## src/rtl/ps2_log_pkg.sv

```systemverilog
// Shared formatter state type, ASCII constants and PS/2 prefix codes for ps2_hex_logger.
// Defining PS2_LOG_EVENT_NEWLINE_EN adds the CR/LF formatter states.
package ps2_log_pkg;

`ifdef PS2_LOG_EVENT_NEWLINE_EN
    typedef enum logic [2:0] {
        FMT_IDLE, FMT_LOAD, FMT_HI, FMT_LO, FMT_SEP, FMT_CR, FMT_LF
    } fmt_state_t;
`else
    typedef enum logic [2:0] {
        FMT_IDLE, FMT_LOAD, FMT_HI, FMT_LO, FMT_SEP
    } fmt_state_t;
`endif

    localparam logic [7:0] ASCII_CR      = 8'h0D;
    localparam logic [7:0] ASCII_LF      = 8'h0A;
    localparam logic [7:0] ASCII_ZERO    = 8'h30;
    localparam logic [7:0] ASCII_UPPER_A = 8'h41;

    localparam logic [7:0] CODE_E0 = 8'hE0;
    localparam logic [7:0] CODE_E1 = 8'hE1;
    localparam logic [7:0] CODE_F0 = 8'hF0;

    function automatic logic [7:0] hex_ascii(input logic [3:0] nibble);
        if (nibble < 4'd10)
            return ASCII_ZERO + {4'd0, nibble};
        else
            return ASCII_UPPER_A + {4'd0, nibble - 4'd10};
    endfunction

    // Prefix bytes are part of a longer key event, so they never end a line.
    function automatic logic is_prefix(input logic [7:0] code);
        return (code == CODE_E0) || (code == CODE_E1) || (code == CODE_F0);
    endfunction

endpackage

```

## src/rtl/uart_tx_byte.sv

```systemverilog
// 8N1 byte transmitter. busy drops during the last stop-bit cycle so a start
// issued then begins the next start bit with no idle gap.
module uart_tx_byte #(
    parameter int CLK_HZ = 25000000,
    parameter int BAUD   = 115200
) (
    input  logic       clk,
    input  logic       reset,
    input  logic [7:0] data,
    input  logic       start,
    output logic       busy,
    output logic       tx
);

    localparam int BIT_CYCLES = CLK_HZ / BAUD;
    localparam int CW = $clog2(BIT_CYCLES + 1);
    localparam logic [CW-1:0] BIT_RELOAD = CW'(BIT_CYCLES - 1);

    logic [CW-1:0] bit_cnt;
    logic [3:0]    bit_idx;
    logic [8:0]    shift;
    logic          active;
    logic          last_cycle;

    assign last_cycle = active && (bit_idx == 4'd9) && (bit_cnt == '0);
    assign busy       = active && !last_cycle;

    // bit_idx 0 is the start bit, 1..8 data LSB first, 9 the stop bit
    always_ff @(posedge clk) begin
        if (reset) begin
            active  <= 1'b0;
            tx      <= 1'b1;
            bit_cnt <= '0;
            bit_idx <= '0;
            shift   <= '1;
        end else if (start && !busy) begin
            active  <= 1'b1;
            tx      <= 1'b0;
            shift   <= {1'b1, data};
            bit_idx <= '0;
            bit_cnt <= BIT_RELOAD;
        end else if (active) begin
            if (bit_cnt == '0) begin
                if (bit_idx == 4'd9) begin
                    active <= 1'b0;
                    tx     <= 1'b1;
                end else begin
                    tx      <= shift[0];
                    shift   <= {1'b1, shift[8:1]};
                    bit_idx <= bit_idx + 1'b1;
                    bit_cnt <= BIT_RELOAD;
                end
            end else begin
                bit_cnt <= bit_cnt - 1'b1;
            end
        end
    end

endmodule

```

## src/rtl/ps2_hex_logger.sv

```systemverilog
// Logs PS/2 scancodes as uppercase ASCII hex plus separator over a UART.
// Define PS2_LOG_EVENT_NEWLINE_EN to end each non-prefix code with CR LF.
//
// state | meaning
// IDLE  | waiting for FIFO data
// LOAD  | pop code into hold, hand upper-nibble digit (taken from FIFO head)
// HI    | upper digit on line, hand lower-nibble digit
// LO    | lower digit on line, hand separator
// SEP   | separator on line; newline build hands CR unless code was a prefix
// CR    | CR on line, hand LF (newline build only)
// LF    | LF on line, return to idle (newline build only)
module ps2_hex_logger
    import ps2_log_pkg::*;
#(
    parameter int         CLK_HZ = 25000000,
    parameter int         BAUD   = 115200,
    parameter int         DEPTH  = 16,
    parameter logic [7:0] SEP    = 8'h20
) (
    input  logic                     clk,
    input  logic                     reset,
    input  logic [7:0]               key_data,
    input  logic                     key_valid,
    input  logic                     key_error,
    output logic                     uart_tx,
    output logic [$clog2(DEPTH):0]   fifo_level,
    output logic                     overflow,
    output logic [7:0]               err_count
);

    localparam int AW = $clog2(DEPTH);
    localparam logic [AW:0] FULL_LEVEL = (AW+1)'(DEPTH);

    logic [7:0]    fifo_mem [DEPTH];
    logic [AW-1:0] wr_ptr;
    logic [AW-1:0] rd_ptr;
    logic [7:0]    fifo_head;
    logic          fifo_full;
    logic          fifo_empty;
    logic          push;
    logic          pop;

    fmt_state_t state;
    fmt_state_t state_nxt;
    logic [3:0] hold_lo;
    logic [7:0] tx_data;
    logic       tx_start;
    logic       tx_busy;
    logic       tx_ready;

    assign fifo_full  = (fifo_level == FULL_LEVEL);
    assign fifo_empty = (fifo_level == '0);
    assign push       = key_valid && !fifo_full;
    assign fifo_head  = fifo_mem[rd_ptr];
    assign tx_ready   = !tx_busy;

    always_ff @(posedge clk) begin
        if (push)
            fifo_mem[wr_ptr] <= key_data;
    end

    // A full FIFO drops the incoming code even when a pop frees a slot this cycle.
    always_ff @(posedge clk) begin
        if (reset) begin
            wr_ptr     <= '0;
            rd_ptr     <= '0;
            fifo_level <= '0;
            overflow   <= 1'b0;
        end else begin
            if (push)
                wr_ptr <= wr_ptr + 1'b1;
            if (pop)
                rd_ptr <= rd_ptr + 1'b1;
            if (push && !pop)
                fifo_level <= fifo_level + 1'b1;
            else if (pop && !push)
                fifo_level <= fifo_level - 1'b1;
            if (key_valid && fifo_full)
                overflow <= 1'b1;
        end
    end

    always_ff @(posedge clk) begin
        if (reset)
            err_count <= '0;
        else if (key_error && (err_count != 8'hFF))
            err_count <= err_count + 1'b1;
    end

`ifdef PS2_LOG_EVENT_NEWLINE_EN
    logic hold_prefix;

    always_ff @(posedge clk) begin
        if (reset)
            hold_prefix <= 1'b0;
        else if (pop)
            hold_prefix <= is_prefix(fifo_head);
    end
`endif

    always_ff @(posedge clk) begin
        if (reset)
            hold_lo <= '0;
        else if (pop)
            hold_lo <= fifo_head[3:0];
    end

    always_ff @(posedge clk) begin
        if (reset)
            state <= FMT_IDLE;
        else
            state <= state_nxt;
    end

    always_comb begin
        state_nxt = state;
        case (state)
            FMT_IDLE: if (!fifo_empty) state_nxt = FMT_LOAD;
            FMT_LOAD: if (tx_ready)    state_nxt = FMT_HI;
            FMT_HI:   if (tx_ready)    state_nxt = FMT_LO;
            FMT_LO:   if (tx_ready)    state_nxt = FMT_SEP;
`ifdef PS2_LOG_EVENT_NEWLINE_EN
            FMT_SEP: begin
                if (hold_prefix)
                    state_nxt = FMT_IDLE;
                else if (tx_ready)
                    state_nxt = FMT_CR;
            end
            FMT_CR:   if (tx_ready)    state_nxt = FMT_LF;
            FMT_LF:                    state_nxt = FMT_IDLE;
`else
            FMT_SEP:                   state_nxt = FMT_IDLE;
`endif
            default:                   state_nxt = FMT_IDLE;
        endcase
    end

    always_comb begin
        tx_start = 1'b0;
        tx_data  = 8'h00;
        pop      = 1'b0;
        case (state)
            FMT_LOAD: begin
                tx_data  = hex_ascii(fifo_head[7:4]);
                tx_start = tx_ready;
                pop      = tx_ready;
            end
            FMT_HI: begin
                tx_data  = hex_ascii(hold_lo);
                tx_start = tx_ready;
            end
            FMT_LO: begin
                tx_data  = SEP;
                tx_start = tx_ready;
            end
`ifdef PS2_LOG_EVENT_NEWLINE_EN
            FMT_SEP: begin
                tx_data  = ASCII_CR;
                tx_start = tx_ready && !hold_prefix;
            end
            FMT_CR: begin
                tx_data  = ASCII_LF;
                tx_start = tx_ready;
            end
`endif
            default: ;
        endcase
    end

    uart_tx_byte #(
        .CLK_HZ (CLK_HZ),
        .BAUD   (BAUD)
    ) u_uart_tx_byte (
        .clk   (clk),
        .reset (reset),
        .data  (tx_data),
        .start (tx_start),
        .busy  (tx_busy),
        .tx    (uart_tx)
    );

endmodule

```

## config.mk

```make
export PLATFORM = sky130hd
export DESIGN_NAME = ps2_hex_logger
export DESIGN_NICKNAME = d
export VERILOG_FILES = /design/src/rtl/ps2_log_pkg.sv /design/src/rtl/uart_tx_byte.sv /design/src/rtl/ps2_hex_logger.sv
export SDC_FILE = /design/constraint.sdc
export NUM_CORES = 1
export LEC_CHECK = 0
export ABC_AREA = 1
export CELL_PAD_IN_SITES_DETAIL_PLACEMENT = 0
export CELL_PAD_IN_SITES_GLOBAL_PLACEMENT = 1
export CORE_MARGIN = 2
export CORE_UTILIZATION = 50
export CTS_BUF_LIST = sky130_fd_sc_hd__clkbuf_8
export DETAILED_ROUTE_END_ITERATION = 10
export PLACE_DENSITY = 0.8
export REMOVE_ABC_BUFFERS = 1
export SLEW_MARGIN = 20
export SYNTH_ARGS = -nofsm -noshare
export SYNTH_HDL_FRONTEND = slang
export SYNTH_HIERARCHICAL = 1
export SYNTH_SLANG_ARGS = --single-unit
```

## constraint.sdc

```tcl
create_clock -name clk -period 3.29 [get_ports clk]
set_clock_uncertainty 0.15 [all_clocks]
set_input_delay 0.8225 -clock clk [delete_from_list [all_inputs] [get_ports clk]]
set_output_delay 0.8225 -clock clk [all_outputs]
set_load 0.02 [all_outputs]
```

==> run summary <==
status - finished clean
Sink Count - 183
Initial Utilization - 51.00%
main area contributors after synthesis - edfxtp_1 (46%), dfxtp_1 (13%), nand2_1 (7.6%), nand3_1 (4.9%), nor2_1 (4.8%)
FFs w/ async S/R, synth - 0%
Final Wtd Congestion - 0.8345
XOR/XNOR Fraction of Synth Area - 1.039%
vias in the first global route - 5749
commonest cells after routing, fill and taps aside - nand2_1 (170), edfxtp_1 (128), nor2_1 (107)
Worst Reg-to-Reg Cells - 19
Initial DRT Pass Iterations - 4
M1 WL - 8.509 mm
Fin. Hold Viols - 0
Layout Cells excl Fill - 1159
final wirelength - 17.95 mm
Die Y - 133.8 um
Critical Path End Type - flip-flop
library cell with the largest summed area after synthesis - edfxtp_1
Worst EP arrival - 3.22 ns
drt drc - 0
routed len/inst - 15.49 um
synth unique cells - 47
Seq/Total Area, Yosys - 58.67%
Inst Count DP - 1127
hold buffer count at cts - 0
Die W - 133.8 um
clock buffer depth - 2
WP data required - 3.50 ns
GRT Util Overall - 21.13%
Max Slew Vio Count - 0
Post-Syn Instances - 881
flops & latches, synth - 183
fin crit period - 3.001 ns
Syn Std Cell Area - 8428 um2
r2r endpoint - fifo_level[4]$_SDFFE_PP0P_
WL met2 - 8.433 mm
Setup violations, final - 0
via count - 6012
compound-gate portion of the synthesized area - 8.269%
Slew @ Worst Pin - 0.6267 ns
CTS tree - yes
min-delay src - u_uart_tx_byte/bit_cnt[0]$_SDFFE_PP0P_
Num CTS Buffers - 17
# IOs - 27
worst skew pair latency - 0.47 ns
slack of the critical path - 0.2886 ns
hold slack - 0.3331 ns
TNS Setup - 0 ns
pwr dens - 778.7 nW/um2
WL met3 - 769 um
worst hold endpoint - u_uart_tx_byte/bit_cnt[0]$_SDFFE_PP0P_
GRT overflow - 0
Min-Delay Path Depth - 2
MaxCap Viol Count - 0
fill count - 1433
Leakage - 3.784 nW
Synth Area in Adders - 3.207%
Area growth, synth to finish - 11.43%
antenna violations before repair - 0
share of layout cells above drive strength 1 - 10.65%
Setup crit start kind - flip-flop
simple-gate area share of the yosys netlist - 21.59%
Core ar. - 16520 um2
Post-DP HPWL - 11.97 mm
Synth top area share - 45.61%
first-pass GRT wire length - 29.42 mm
fin nets - 959
Buffers on Ports - 26
Initial DRC Count - 573
Clk Tree Root Cell - clkbuf_8
crit share post-route - 91.23%
maximum vdd ir drop - 291.2 uV
Rows - 47
Avg Cell Area, Syn - 9.566 um2
FF-to-FF Start - u_uart_tx_byte/bit_cnt[0]$_SDFFE_PP0P_
clock-pin transition on the worst setup and hold timing paths - 0.10 ns
HP Class - reg -> reg
Post-synth EDFFs - 128
CTS HTree Levels - 4
Synth warnings - 6
total power - 7.313 mW
R2R Setup Slk - 0.29 ns
Setup Crit Path Kind - reg -> reg
antenna cell count - 0
die area - 17910 um2
critical path peak fanout - 5
max_slew headroom - 58.17%
Setup Fix Bufs, Post-CTS - 0
commonest non-fill, non-tap cell in the layout - nand2_1
largest net degree at the start of global routing - 35
Fmax achieved - 333.2 MHz
post-synthesis mux area share - 0%
top_reg_cell synth - edfxtp_1
top routing layer in use - met4
worst slack at placement - 0.05141 ns
largest family of logic cells by synthesized area - simple AND/OR/NAND/NOR gates
Post-DRT Antenna Nets - 0
Via density - 5.187
Yosys cell counts (2+ instances only):
master,count
a21oi_1,18
a21oi_2,3
a22oi_1,2
a31oi_1,3
and3_1,2
buf_2,10
buf_4,2
buf_6,9
clkbuf_1,8
dfxtp_1,55
edfxtp_1,128
ha_1,20
inv_1,101
inv_2,7
nand2_1,170
nand2_2,8
nand2_4,5
nand3_1,82
nand3_2,4
nand3b_1,2
nand4_1,10
nor2_1,107
nor2_2,2
nor2_4,2
nor3_1,5
o211ai_1,14
o21ai_0,61
o21ai_1,8
o221ai_1,2
o22ai_1,5
or2_0,2
xnor2_1,4
xor2_1,6
registers in the layout (all words and copies together) (netlist names), 3 cells and up, named ones only:
| name | cells |
|---|---|
| wr_ptr | 4 |
| rd_ptr | 4 |
| hold_lo | 4 |
| u_uart_tx_byte/bit_cnt | 8 |
| fifo_level | 5 |
| state | 3 |
| u_uart_tx_byte/bit_idx | 4 |
| u_uart_tx_byte/shift | 8 |
| fifo_mem | 128 |
| err_count | 8 |
how the worst max path moves through the flow:
stage / cells past startpoint / start / slack (ns) / to
global route: 19 / u_uart_tx_byte/bit_cnt[0]$_SDFFE_PP0P_ / -0.01 / fifo_level[4]$_SDFFE_PP0P_
CTS: 19 / u_uart_tx_byte/bit_cnt[0]$_SDFFE_PP0P_ / 0.18 / fifo_level[4]$_SDFFE_PP0P_
floorplan: 15 / flip-flop / -0.34 / u_uart_tx_byte/shift[2]$_SDFFE_PP1P_
global placement: 13 / key_valid / 0.14 / fifo_level[4]$_SDFFE_PP0P_
finish: 19 / u_uart_tx_byte/bit_cnt[0]$_SDFFE_PP0P_ / 0.29 / fifo_level[4]$_SDFFE_PP0P_
detailed placement: 13 / key_valid / 0.05 / fifo_level[4]$_SDFFE_PP0P_
routing by layer:
layer	up-vias	global-route usage, %
met5	-	0
met4	0	5.969
met3	18	3.666
met2	131	33.36
met1	2817	30.33
li1	3046	-
repair_timing:
item	CTS	global route
endpoints found under the hold margin	0	0
gates resized for setup	0	3
setup endpoints to repair	0	1
per-stage QoR:
stage / utilization, % / instance area (um2)
after floorplan: - / 8228
after global placement: 54.40 / 8990
after detailed placement: 54.40 / 8990
after CTS: 56.81 / 9388
after global routing: 56.83 / 9392
final: 56.83 / 9392
worst max-delay path: stages, from the launching register on:
cell     delay [ns]
dfxtp_1        0.35
inv_1          0.09
ha_1           0.22
nand2_1        0.07
nor2_1         0.05
nand2_2        0.11
nand2_4        0.09
nand2_1        0.16
inv_1          0.09
nand2_1        0.11
ha_1           0.21
inv_2          0.08
fa_1           0.41
a21o_1         0.20
a21oi_2        0.13
nor2_1         0.05
nor2_1         0.09
nand2_1        0.07
o21ai_1        0.14
a21oi_1        0.06
cells by family (layout without fill, tap and decap cells):
group	after synthesis	after routing
compound gates	121	121
xor+xnor	10	10
fa+ha+maj	21	21
buf+inv	138	196
flops	183	183
other cells	1	1
simple gates	407	407
report_power, final:
| group | internal (mW) | switching (mW) | leakage, nW |
|---|---|---|---|
| logic | 1.02 | 1.92 | 1.97 |
| clock network | 0.585 | 0.928 | 0.204 |
| registers | 2.68 | 0.175 | 1.61 |
| total | 4.29 | 3.02 | 3.78 |
layout make-up:
class	instances	area, um2	area share (%)
Inverter	108	405.4	4.317
Tap cell	220	275.3	2.931
Timing Repair Buffer	56	485.5	5.169
Sequential cell	183	4946	52.66
Clock buffer	17	234.0	2.491
Clock inverter	15	163.9	1.745
Multi-Input combinational cell	560	2882	30.68
Power figures use the tool's default switching activity.
